**src/rtl/fifo_wr_arbiter.sv**
```systemverilog
// Round-robin arbiter sharing one FIFO write port between two producers in bounded bursts.
// Optional per-producer accepted-word counters are built when FIFO_ARB_STATS_EN is defined.
module fifo_wr_arbiter #(
  parameter int unsigned DATA_WIDTH = 8,
  parameter int unsigned BURST_MAX  = 4
) (
  input  logic                  clk,
  input  logic                  reset,
  input  logic                  req0,
  input  logic                  req1,
  input  logic [DATA_WIDTH-1:0] data0,
  input  logic [DATA_WIDTH-1:0] data1,
  output logic                  ack0,
  output logic                  ack1,
  input  logic                  fifo_full,
  output logic [DATA_WIDTH-1:0] wr_data,
  output logic                  write,
  output logic [1:0]            grant,
  output logic [15:0]           wr_cnt0,
  output logic [15:0]           wr_cnt1
);

  localparam int unsigned CNT_W      = 8;
  localparam int unsigned STAT_W     = 16;
  localparam logic [CNT_W-1:0] BURST_LAST = CNT_W'(BURST_MAX - 1);

  typedef enum logic [1:0] {
    IDLE   = 2'd0,
    GRANT0 = 2'd1,
    GRANT1 = 2'd2
  } state_t;

  state_t           r_state;
  state_t           w_state_nxt;
  logic [CNT_W-1:0] r_burst_cnt;
  logic [CNT_W-1:0] w_burst_nxt;
  logic             r_last;
  logic             w_last_nxt;

  // State, burst counter and last-served pointer
  always_ff @(posedge clk or posedge reset) begin
    if (reset) begin
      r_state     <= IDLE;
      r_burst_cnt <= '0;
      r_last      <= 1'b1;
    end else begin
      r_state     <= w_state_nxt;
      r_burst_cnt <= w_burst_nxt;
      r_last      <= w_last_nxt;
    end
  end

  // Next-state decode and combinational write-port mux
  always_comb begin
    w_state_nxt = r_state;
    w_burst_nxt = r_burst_cnt;
    w_last_nxt  = r_last;
    ack0        = 1'b0;
    ack1        = 1'b0;
    write       = 1'b0;
    wr_data     = '0;
    grant       = 2'b00;

    case (r_state)
      IDLE: begin
        if (req0 && req1) begin
          w_state_nxt = r_last ? GRANT0 : GRANT1;
        end else if (req0) begin
          w_state_nxt = GRANT0;
        end else if (req1) begin
          w_state_nxt = GRANT1;
        end
      end
      GRANT0: begin
        grant   = 2'b01;
        wr_data = data0;
        ack0    = req0 & ~fifo_full;
        write   = ack0;
        if (!req0) begin
          w_state_nxt = req1 ? GRANT1 : IDLE;
        end else if (ack0 && (r_burst_cnt == BURST_LAST) && req1) begin
          w_state_nxt = GRANT1;
        end
        if (ack0 && (r_burst_cnt != BURST_LAST)) begin
          w_burst_nxt = r_burst_cnt + CNT_W'(1);
        end
      end
      GRANT1: begin
        grant   = 2'b10;
        wr_data = data1;
        ack1    = req1 & ~fifo_full;
        write   = ack1;
        if (!req1) begin
          w_state_nxt = req0 ? GRANT0 : IDLE;
        end else if (ack1 && (r_burst_cnt == BURST_LAST) && req0) begin
          w_state_nxt = GRANT0;
        end
        if (ack1 && (r_burst_cnt != BURST_LAST)) begin
          w_burst_nxt = r_burst_cnt + CNT_W'(1);
        end
      end
      default: begin
        w_state_nxt = IDLE;
      end
    endcase

    // Leaving a grant restarts the burst and remembers who was just served
    if (w_state_nxt != r_state) begin
      w_burst_nxt = '0;
      if (r_state == GRANT0) begin
        w_last_nxt = 1'b0;
      end else if (r_state == GRANT1) begin
        w_last_nxt = 1'b1;
      end
    end
  end

`ifdef FIFO_ARB_STATS_EN
  logic [STAT_W-1:0] r_wr_cnt0;
  logic [STAT_W-1:0] r_wr_cnt1;

  // Saturating accepted-word counters
  always_ff @(posedge clk or posedge reset) begin
    if (reset) begin
      r_wr_cnt0 <= '0;
      r_wr_cnt1 <= '0;
    end else begin
      if (ack0 && (r_wr_cnt0 != {STAT_W{1'b1}})) begin
        r_wr_cnt0 <= r_wr_cnt0 + STAT_W'(1);
      end
      if (ack1 && (r_wr_cnt1 != {STAT_W{1'b1}})) begin
        r_wr_cnt1 <= r_wr_cnt1 + STAT_W'(1);
      end
    end
  end

  assign wr_cnt0 = r_wr_cnt0;
  assign wr_cnt1 = r_wr_cnt1;
`else
  assign wr_cnt0 = '0;
  assign wr_cnt1 = '0;
`endif

endmodule

```
**config.mk**
```make
export PLATFORM = sky130hd
export DESIGN_NAME = fifo_wr_arbiter
export DESIGN_NICKNAME = d
export VERILOG_FILES = /design/src/rtl/fifo_wr_arbiter.sv
export SDC_FILE = /design/constraint.sdc
export NUM_CORES = 1
export LEC_CHECK = 0
export BUFFER_PORTS_ARGS = -buffer_cell sky130_fd_sc_hd__clkbuf_2
export CORE_MARGIN = 5
export CORE_UTILIZATION = 45
export DETAILED_ROUTE_END_ITERATION = 6
export PLACE_DENSITY_LB_ADDON = 0.1
export SYNTH_ARGS = -nofsm -noshare
export SYNTH_HDL_FRONTEND = slang
export SYNTH_SLANG_ARGS = --single-unit
```
**constraint.sdc**
```tcl
create_clock -name clk -period 2.7 [get_ports clk]
set_input_delay 0.405 -clock clk [delete_from_list [all_inputs] [get_ports clk]]
set_output_delay 0.405 -clock clk [all_outputs]
set_load 0.005 [all_outputs]
```
* Word level (Yosys, flattened, before mapping)
Index checks and enable logic that the tools add are counted.
W data, S select, Z words.
** Storage, ports and cells
- Bits in latches :: 0
- Bits in writable memories :: 0
- Memories :: 0
- Input bits :: 21
- Bits in read-only memories :: 0
- Register bits after elaboration :: 11
** Cells by class
- Bitwise gates (word level) :: 3
- Equal/unequal tests :: 7
- Divide/modulo/power cells :: 0
- $lt $le $gt $ge :: 0
- Multipliers :: 0
- Shift-type cells :: 0
- Reduce and logical (&&, ||, !) cells :: 12
- $add $sub $neg :: 1
- Muxes and demuxes :: 22
** Operator list (count)
- $pmux W8 S2 :: 2
- $mux W8 :: 3
- $mux W2 :: 9
- $add A8 B1 Y8 const B :: 1
- $eq A8 B2 Y1 const B :: 1
- $ne A8 B2 Y1 const B :: 1
- $logic_and A1 B1 Y1 :: 7
- $ne A3 B3 Y1 const B :: 2
- $pmux W2 S3 :: 1
- $mux W1 :: 5
- $pmux W2 S2 :: 1
- $reduce_and A3 Y1 :: 1
- $reduce_bool A3 Y1 :: 1
- $and A1 B1 Y1 :: 2
- $eq A2 B1 Y1 const B :: 1
- $eq A2 B2 Y1 const B :: 1
- $logic_not A2 Y1 :: 1
- $ne A2 B2 Y1 :: 1
- $pmux W1 S2 :: 1
- $reduce_and A2 Y1 :: 1
- $reduce_bool A2 Y1 :: 1
- $not A1 Y1 :: 1

* Depth between registers and ports, before layout
Gate-level depths: netlist (run 1).
- Depth after elaboration :: 10
- Depth in mapped cells :: 7
- Gate-level depth less buffers :: 7

* Worst setup path before layout (run 1)
Ideal clock, no wire load.
- Kind :: flip-flop to flip-flop
- Start :: register r_state[0]
- End :: register r_last
- Period minus slack after synthesis :: 2.055 ns
- Required time :: 2.625 ns
- Setup time :: 0.075 ns
- Cell stages (with the launch flop) :: 8
- Setup slack :: 0.645 ns
- Arrival :: 1.980 ns
- Path through :: dfrtp_1 inv_1 ha_1 or4bb_1 a211oi_1 nor4_1 a31oi_1 mux2i_1
** On the way
- Longest elaborated chain between the ends :: 6
- Elaborated cells on any way between the ends :: 15
- Classes of those cells :: eq/ne: 3; mux: 9; reduce/logical: 3
** Ends and longest elaborated chain
- start: declaration :: RTL line 33 : state_t r_state;
- start signal: assignment :: RTL line 47 : r_state <= w_state_nxt;
- $mux W2 :: RTL line 70 : end else if (req1) begin
- $mux W2 :: RTL line 68 : end else if (req0) begin
- $mux W2 :: RTL line 66 : if (req0 && req1) begin
- $pmux W2 S3 :: RTL line 64 : case (r_state)
- $ne A2 B2 Y1 :: RTL line 108 : if (w_state_nxt != r_state) begin
- $reduce_and A2 Y1 (no line)
- end signal: assignment :: RTL line 49 : r_last <= w_last_nxt;
- end: declaration :: RTL line 37 : logic r_last;
Parallel ways exist; a longest one is shown, timed or not.
A chain may end at the register's enable or synchronous reset.

* Worst setup path in the final report (run 1)
- Start :: register r_state[0]
- End :: register r_burst_cnt[2]
** On the way
- Longest elaborated chain between the ends :: 7
- Elaborated cells on any way between the ends :: 18
- Classes of those cells :: eq/ne: 5; mux: 10; reduce/logical: 3
** Ends and longest elaborated chain
- $mux W2 :: RTL line 70
- $mux W2 :: RTL line 68
- $mux W2 :: RTL line 66
- $pmux W2 S3 :: RTL line 64
- $ne A2 B2 Y1 :: RTL line 108
- $ne A3 B3 Y1 (no line) or $reduce_bool A3 Y1 (tied branches)
- $reduce_and A3 Y1 (no line)
- end signal: assignment :: RTL line 48 : r_burst_cnt <= w_burst_nxt;
- end: declaration :: RTL line 35 : logic [CNT_W-1:0] r_burst_cnt;
Parallel ways exist; a longest one is shown, timed or not.

==> out/metrics.cfg, run 1 <==
[run_status]
status = complete, no violations

[placement]
placedCellCount = 218
dp_slack_ps = 466
dpl.hpwl_mm = 2.33
gp_congestion = 0.919
placed_area_mm2 = 0.00132
io_buffers = 33

[global_route]
grt_antenna_before_repair = 0
grt_pass1_vias = 1008
grt_max_degree = 16
gr-usage-all-layers = 0.140
overflow = 0
grt_pass1_wl_mm = 4.68

[detailed_routing]
drc = 0
wl_mm = 2.95
routedWlPerCell_um = 13.3
drt-vias-per-instance = 5.14
drtIter0Drc = 34
drtPass1Iterations = 4
vias = 1140
ant_nets = 0

[worst_setup_path]
crit_path_start_kind = register
worstPathRequired_ps = 2830
critPathMaxFanout = 8
endpoint_kind = register
setup.worst_path.class = reg2reg
cp.arrival_ps = 2380

[logic_synthesis]
syn_inst = 156
synth_compound_area_frac = 0.179
synthAdderAreaFrac = 0.0508
yosys.area_share.simple = 0.251
ys_top_cells_by_area = dfrtp_1 (20%), buf_4 (19%), nor2_1 (6.7%), ha_1 (5.1%), a22oi_1 (4.9%)
synth_seq_area_share = 0.224
syn_area_per_cell_um2 = 7.90
synth_top_family_by_area = simple AND/OR/NAND/NOR gates
synthFlopType = dfrtp_1
synth_area_mm2 = 0.00123
synth_seq_cells = 11
synth_enable_flop_cells = 0
synthMuxAreaShare = 0.0162
synth.distinct_cells = 46
yosys_warnings = 0
synth_top_cell_area_share = 0.203
async_reset_ff_frac = 1.00
synth-xor-area-share = 0.0497
synth.largest_area_cell = dfrtp_1

[die]
num_rows = 19
dieArea_mm2 = 0.00389
start_util = 0.459
core_mm2 = 0.00269
die_x_um = 62.3
ios = 66
chipHeight_um = 62.3

[power_and_ir_drop]
leakage_nw = 0.661
power_density_mw_per_mm2 = 688
vdd_ir_drop_max_uv = 352

[timing]
final-setup-viol-count = 0
fmax_mhz = 444
finalSetupTns_ps = 0
rsz0062_at_grt = false
clock_skew_ps = 9.48
fin_crit_sh = 0.835
hold_viol = 0
drv_slew = 0
post-route-min-period_ps = 2250
setup_ws_ps = 446
maxSlewHeadroom = 0.582
fin_hold_ws_ps = 97.9
worst_slew_pin_slew_ps = 621

[clock_tree]
clk_path_buf_depth = 2
clk_latency_ps = 260
cts_setup_buffers = 0
clock_sinks = 11
postCtsHoldBufs = 0
cts_tree = yes
cts-root-buf = clkbuf_4
cts_buffers = 3
clkSlewWorstSetupHoldPaths_ps = 80
htree_levels = 1
cts-resized-gates = 0

[finish]
area_delta_synth_final_pct = 9.14
final_common_cell = clkbuf_2
antenna_cells = 0
fin_nets = 218
stdcell_area_mm2 = 0.00135
final_cells = 222
drive_gt1_frac = 0.230
layout_common_cells = clkbuf_2 (33), conb_1 (32), nor2_1 (22), nand2_1 (10), dfrtp_1 (10)
fillers = 285

[flow_run]
max-cap-violations = 0

[min_path]
worstHoldPathType = in2async

worst paths after layout:
| kind | start | endpoint | cells after the start | slack, ps |
|---|---|---|---|---|
| setup / recovery | r_state[0] | r_burst_cnt[2] | 7 | 450 |
| hold / removal | reset | r_burst_cnt[6] | 2 | 100 |
| setup reg to reg | r_state[0] | r_burst_cnt[2] | 7 | 450 |
| hold reg to reg | r_last | r_last | 2 | 510 |
| max in group asynchronous | reset | r_last | 2 | 2260 |
| min in group clk | r_last | r_last | 2 | 510 |
layer usage:
layer	vias up	track usage	share of wire	routed length [µm]
met5	-	0	0	0
li1	564	-	-	-
met2	41	0.241	0.49	1440
met1	535	0.177	0.42	1240
met4	0	0.0159	0	0
met3	0	0.0432	0.090	265
report_power, final:
group	switching [mW]	internal [mW]
combinational	0.348	0.228
sequential	0.0425	0.196
clock	0.0543	0.0570
stage by stage:
step	power, mW	utilization
after floorplan	0.657	-
after global placement	0.806	0.491
after detailed placement	0.821	0.491
after CTS	0.935	0.501
after global routing	1.02	0.501
final	0.926	0.501
synthesized netlist by cell type, types with 2 or more instances:
library cell	instances
xnor2_1	3
and2_1	2
a211oi_1	2
nand2b_1	2
mux2i_1	2
nor3_1	2
nor2_1	22
nand2_1	10
ha_1	5
clkbuf_1	3
buf_4	32
nand3_1	3
xor2_1	4
nor4_1	3
a21oi_1	2
nor2b_1	2
nand4_1	4
dfrtp_1	10
inv_1	5
a22oi_1	8
o21ai_0	5
worst max-delay path: stages, from the launching register on:
cell	delay (ps)
dfrtp_1	450
inv_1	150
ha_1	230
or4bb_1	530
a211oi_1	230
nor4_1	100
nand3_1	330
nor2_1	100
logic make-up after synthesis:
family | after synthesis
AO/OA/AOI/OAI | 30
XOR/XNOR | 7
adder cells (fa/ha/maj) | 5
buffers and inverters | 42
flip-flops | 11
multiplexers | 2
other | 1
AND/OR/NAND/NOR | 58
cell type report:
cell class              count  area, µm²  share of cell area
multi-input cells         134        793               0.590
flip-flops and latches     11        277               0.206
repair buffers             36        188               0.140
well taps                  31       38.8              0.0288
clock buffers               4       26.3              0.0195
inverters                   6       22.5              0.0167
flip-flops by register name, summed over array words and instances, names as in the netlist:
signal,count
r_burst_cnt,8
r_last,1
r_state,2
(Power assumes the default switching activity.)
==> run 2, diff against run 1 <==
- clock period: 2.7 -> 2.35 ns (I/O delays scaled with it)
==> run 2 against run 1 <==
Effect of this change:
- sequential cell count is the same
- first-iteration DRC count is the same
- via count grew 0.44%
- global-route usage shrank 0.52 points
- maximum frequency grew 3.5%
- sequential share of layout area shrank 0.23 points
- critical path depth is the same
- clock power grew 14%
- clock-buffer cell count is the same
==> out/metrics.cfg, run 2 (synthesis results as in run 1) <==
[run_status]
status = complete, no violations

[clock_tree]
clk_path_buf_depth = 2  ; unchanged
cts-resized-gates = 0  ; unchanged
cts_buffers = 3  ; unchanged
cts-root-buf = clkbuf_4
clock_sinks = 11  ; unchanged
htree_levels = 1  ; unchanged
clk_latency_ps = 260  ; about the same
clkSlewWorstSetupHoldPaths_ps = 70  ; about the same
postCtsHoldBufs = 0  ; unchanged
cts_setup_buffers = 0  ; unchanged
cts_tree = yes

[placement]
dpl.hpwl_mm = 2.35  ; +0.92%
io_buffers = 33  ; unchanged
dp_slack_ps = 180  ; -287 ps
placed_area_mm2 = 0.00133  ; +1.1%
gp_congestion = 0.887  ; -3.5%

[detailed_routing]
drtPass1Iterations = 4  ; unchanged
drt-vias-per-instance = 5.11  ; -0.46%
vias = 1145  ; +0.44%
drtIter0Drc = 34  ; unchanged
wl_mm = 2.88  ; -2.4%
ant_nets = 0  ; unchanged
routedWlPerCell_um = 12.9  ; -3.2%
drc = 0  ; unchanged

[worst_setup_path]
worstPathRequired_ps = 2540  ; -290 ps
setup.worst_path.class = reg2reg
critPathMaxFanout = 8  ; unchanged
worst_r2r_path_depth = 7  ; unchanged
crit_path_start_kind = register
worstReg2RegEnd = r_last
rrSetupSlack_ps = 170  ; -270 ps
cp.arrival_ps = 2370  ; about the same
r2r-start = r_state[0]
endpoint_kind = register

[global_route]
gr-usage-all-layers = 0.135  ; -0.00517
grt_antenna_before_repair = 0  ; unchanged
overflow = 0  ; unchanged
grt_max_degree = 16  ; unchanged
grt_pass1_vias = 1011  ; +0.30%
grt_pass1_wl_mm = 4.53  ; -3.2%

[power_and_ir_drop]
switching_share = 0.470  ; -0.0103
total_power_mw = 1.08  ; +17%
leakage_nw = 0.670  ; +1.4%
power_density_mw_per_mm2 = 797  ; +16%
vdd_ir_drop_max_uv = 409  ; +16%
p_clk_frac = 0.116  ; -0.004
pwr-share-seq = 0.254  ; -0.004
p_int_mw = 0.575  ; +19%
p_switching_mw = 0.509  ; +15%
pwr-share-comb = 0.630  ; +0.008

[timing]
setup_ws_ps = 173  ; -273 ps
final-setup-viol-count = 0  ; unchanged
post-route-min-period_ps = 2180  ; -76.7 ps
maxSlewHeadroom = 0.593  ; +0.0106
fmax_mhz = 459  ; +3.5%
finalSetupTns_ps = 0  ; unchanged
worst_slew_pin_slew_ps = 606  ; -14.8 ps
clock_skew_ps = 2.02  ; -7.46 ps
drv_slew = 0  ; unchanged
fin_crit_sh = 0.926  ; +0.0917
rsz0062_at_grt = false
hold_viol = 0  ; unchanged

[die]
ios = 66  ; unchanged
chipHeight_um = 62.3  ; unchanged
dieArea_mm2 = 0.00389  ; unchanged
start_util = 0.459  ; unchanged
core_mm2 = 0.00269  ; unchanged
die_x_um = 62.3  ; unchanged
num_rows = 19  ; unchanged

[finish]
top_regs = r_burst_cnt: 8 flops, r_state: 2 flops, r_last: 1 flops
layout_common_cells = clkbuf_2 (33), conb_1 (32), nor2_1 (22), nand2_1 (10), dfrtp_1 (10)
antenna_cells = 0  ; unchanged
stdcell_area_mm2 = 0.00136  ; +1.1%
largest_register_ffs = 8  ; unchanged
fin_nets = 220  ; +0.92%
largest-register = r_burst_cnt
drive_gt1_frac = 0.238  ; +0.00798
area_delta_synth_final_pct = 10.4
final_common_cell = clkbuf_2

[flow_run]
max-cap-violations = 0  ; unchanged

[min_path]
worstHoldPathType = in2async

-- run 2: changes by cell type in the layout (fill, tap and decap cells not counted) --
cell | before | now
buf_4 | 3 | 5
-- run 2: critical path, stage by stage (launching register included) --
cell and delay (ps):
dfrtp_1 460, inv_1 150, ha_1 240, or4bb_1 520
a211oi_1 210, nor4_1 90, a31oi_1 230, mux2i_1 210
-- run 2: worst max path at each step --
stage / from / to / slack, ps / cells past startpoint
floorplan: r_state[0] / r_last / 300 / 7
global placement: r_state[0] / r_last / 270 / 7
detailed placement: r_state[0] / r_last / 180 / 7
CTS: r_state[0] / r_last / 160 / 7
global route: r_state[0] / r_last / 6 / 7
finish: r_state[0] / r_last / 170 / 7
-- run 2: final cells by class --
class,count,area [µm²]
clock buffers,4,26.3
fillers,268,1330
inverters,6,22.5
multi-input cells,134,793
flip-flops and latches,11,277
well taps,31,38.8
repair buffers,38,203
-- run 2: per-stage QoR --
| stage | utilization | instances | hold WS [ps] |
|---|---|---|---|
| 2_1_floorplan | - | 187 | 204 |
| 3_3_place_gp | 0.497 | 220 | 345 |
| 3_5_place_dp | 0.497 | 220 | 347 |
| 4_1_cts | 0.506 | 224 | 58.2 |
| 5_1_grt | 0.506 | 224 | 86.3 |
| 6_report | 0.506 | 224 | 48.3 |
-- run 2: power groups by stage --
stage / registers, mW / logic, mW / clock network, mW
CTS: 0.274 / 0.688 / 0.132
global route: 0.281 / 0.766 / 0.140
floorplan: 0.263 / 0.492 / 0
finish: 0.275 / 0.683 / 0.126
global placement: 0.273 / 0.672 / 0
detailed placement: 0.278 / 0.686 / 0
-- run 2: per-layer routing --
| layer | GRT usage | vias up | share of wire |
|---|---|---|---|
| met3 | 0.0396 | 6 | 0.090 |
| met5 | 0 | - | 0 |
| met2 | 0.223 | 46 | 0.50 |
| li1 | - | 574 | - |
| met1 | 0.165 | 519 | 0.40 |
| met4 | 0.0504 | 0 | 0.012 |
==> run 3, diff against run 2 <==
- clock period: 2.35 -> 2.09 ns (I/O delays scaled with it)
==> run 3 against run 2 <==
Effect of this change:
- first-iteration DRC count fell by 24%
- highest routed layer unchanged
- sequential share of layout area fell by 1.9 points
- cell area rose by 11%
- register-to-register slack got worse by 90 ps
- largest cell class unchanged
- sequential power rose by 7%
- final cell count rose by 5.4%
- global-route usage barely moved
==> out/metrics.cfg, run 3 (synthesis results as in run 1) <==
[placement]
io_buffers = 33  ; unchanged
gp_congestion = 0.841  ; -5.2%
dpl.hpwl_mm = 2.43  ; +3.5%
placedCellCount = 230  ; +4.5%
placed_area_mm2 = 0.00141  ; +5.6%

[finish]
largest-register = r_burst_cnt
final_util = 0.562  ; +0.0554
fillers = 262  ; -2.2%
fin_nets = 232  ; +5.5%
antenna_cells = 0  ; unchanged
layout_common_cells = clkbuf_2 (33), conb_1 (32), nor2_1 (22), buf_4 (16), nand2_1 (10)
final_cells = 236  ; +5.4%
drive_gt1_frac = 0.327  ; +0.0885
final_common_cell = clkbuf_2
top_regs = r_burst_cnt: 8 flops, r_state: 2 flops, r_last: 1 flops
stdcell_area_mm2 = 0.00151  ; +11%
largest_register_ffs = 8  ; unchanged
area_delta_synth_final_pct = 22.4

[timing]
clock_skew_ps = 1.23  ; -0.786 ps
post-route-min-period_ps = 2010  ; -169 ps
fin_hold_ws_ps = 12.6  ; -35.7 ps
drv_slew = 0  ; unchanged
rsz0062_at_grt = true
fmax_mhz = 498  ; +8.4%
finalSetupTns_ps = 0  ; unchanged
fin_crit_sh = 0.961  ; +0.0343
hold_viol = 0  ; unchanged
final-setup-viol-count = 0  ; unchanged

[flow_run]
max-cap-violations = 0  ; unchanged

[detailed_routing]
vias = 1182  ; +3.2%
drc = 0  ; unchanged
wl_mm = 3.04  ; +5.6%
ant_nets = 0  ; unchanged
drtPass1Iterations = 4  ; unchanged
routedWlPerCell_um = 12.9  ; +0.25%
drt-vias-per-instance = 5.01  ; -2.0%
drtIter0Drc = 26  ; -24%

[worst_setup_path]
worstPathRequired_ps = 2290  ; -250 ps
worstReg2RegEnd = r_last
crit_path_end = r_last
startpoint = r_state[1]
cp.arrival_ps = 2210  ; -160 ps
r2r-start = r_state[1]
worst_r2r_path_depth = 6  ; -1
endpoint_kind = register
critPathMaxFanout = 5  ; -3
rrSetupSlack_ps = 80  ; -90 ps
crit_path_start_kind = register
setup.worst_path.class = reg2reg

[die]
dieArea_mm2 = 0.00389  ; unchanged
start_util = 0.459  ; unchanged
ios = 66  ; unchanged
num_rows = 19  ; unchanged
die_x_um = 62.3  ; unchanged
chipHeight_um = 62.3  ; unchanged
core_mm2 = 0.00269  ; unchanged

[power_and_ir_drop]
leakage_nw = 0.734  ; +9.5%
power_density_mw_per_mm2 = 942  ; +18%
vdd_ir_drop_max_uv = 510  ; +25%

[clock_tree]
clock_sinks = 11  ; unchanged
cts_tree = yes
clk_latency_ps = 260  ; about the same
clk_path_buf_depth = 2  ; unchanged
cts_buffers = 3  ; unchanged
cts-root-buf = clkbuf_4
htree_levels = 1  ; unchanged
clkSlewWorstSetupHoldPaths_ps = 70  ; about the same

[run_status]
status = complete, no violations

[global_route]
grt_max_degree = 16  ; unchanged
grt_pass1_wl_mm = 4.49  ; -0.77%
overflow = 0  ; unchanged
grt_pass1_vias = 1019  ; +0.79%
grt_antenna_before_repair = 0  ; unchanged
gr-usage-all-layers = 0.135  ; +0.000222

[min_path]
worstHoldPathType = in2async

-- run 3: repair_timing --
action / in CTS / in global routing
setup endpoints to repair: 0 / 18
setup buffers: 0 / 2
gates resized for setup: 0 / 12
hold buffers: 0 / 0
-- run 3: power by group --
| group | switching [mW] | total, mW | internal [mW] |
|---|---|---|---|
| Combinational | 0.530 | 0.984 | 0.454 |
| Clock | 0.0706 | 0.144 | 0.0738 |
| Sequential | 0.0384 | 0.293 | 0.255 |
| Total | 0.639 | 1.42 | 0.783 |
-- run 3: worst min path at each step --
stage	start	slack, ps	cells past startpoint	endpoint
after detailed placement	reset	310	2	r_burst_cnt[0]
after floorplan	reset	170	1	r_burst_cnt[0]
after CTS	reset	20	2	r_burst_cnt[1]
after global placement	reset	300	2	r_burst_cnt[1]
after global routing	reset	30	2	r_burst_cnt[1]
final	reset	10	2	r_burst_cnt[3]
-- run 3: layout make-up --
type                            count  area, µm²  area share
Multi-Input combinational cell    134        843       0.559
Timing Repair Buffer               50        297       0.197
Sequential cell                    11        278       0.184
Tap cell                           31       38.8      0.0257
Clock buffer                        4       26.3      0.0174
Inverter                            6       26.3      0.0174
-- run 3: layer usage --
metal  GRT usage  vias to the layer above  routed length, µm
li1            -                      591                  -
met1       0.157                      546               1250
met2       0.244                       41               1560
met3      0.0324                        4                211
met4      0.0371                        0                 21
met5           0                        -                  0
-- run 3: critical path, cell delays in order, from the launching register on --
cell	delay [ps]
dfrtp_2	460
ha_1	220
or4bb_4	530
a211oi_2	270
nor4_2	80
a31oi_1	180
mux2i_1	200
-- run 3: stage by stage --
stage	total power, mW	worst slack (ps)
2_1_floorplan	0.849	35.0
3_3_place_gp	1.14	119
3_5_place_dp	1.17	64.2
4_1_cts	1.32	47.4
5_1_grt	1.54	-19.6
6_report	1.42	82.2
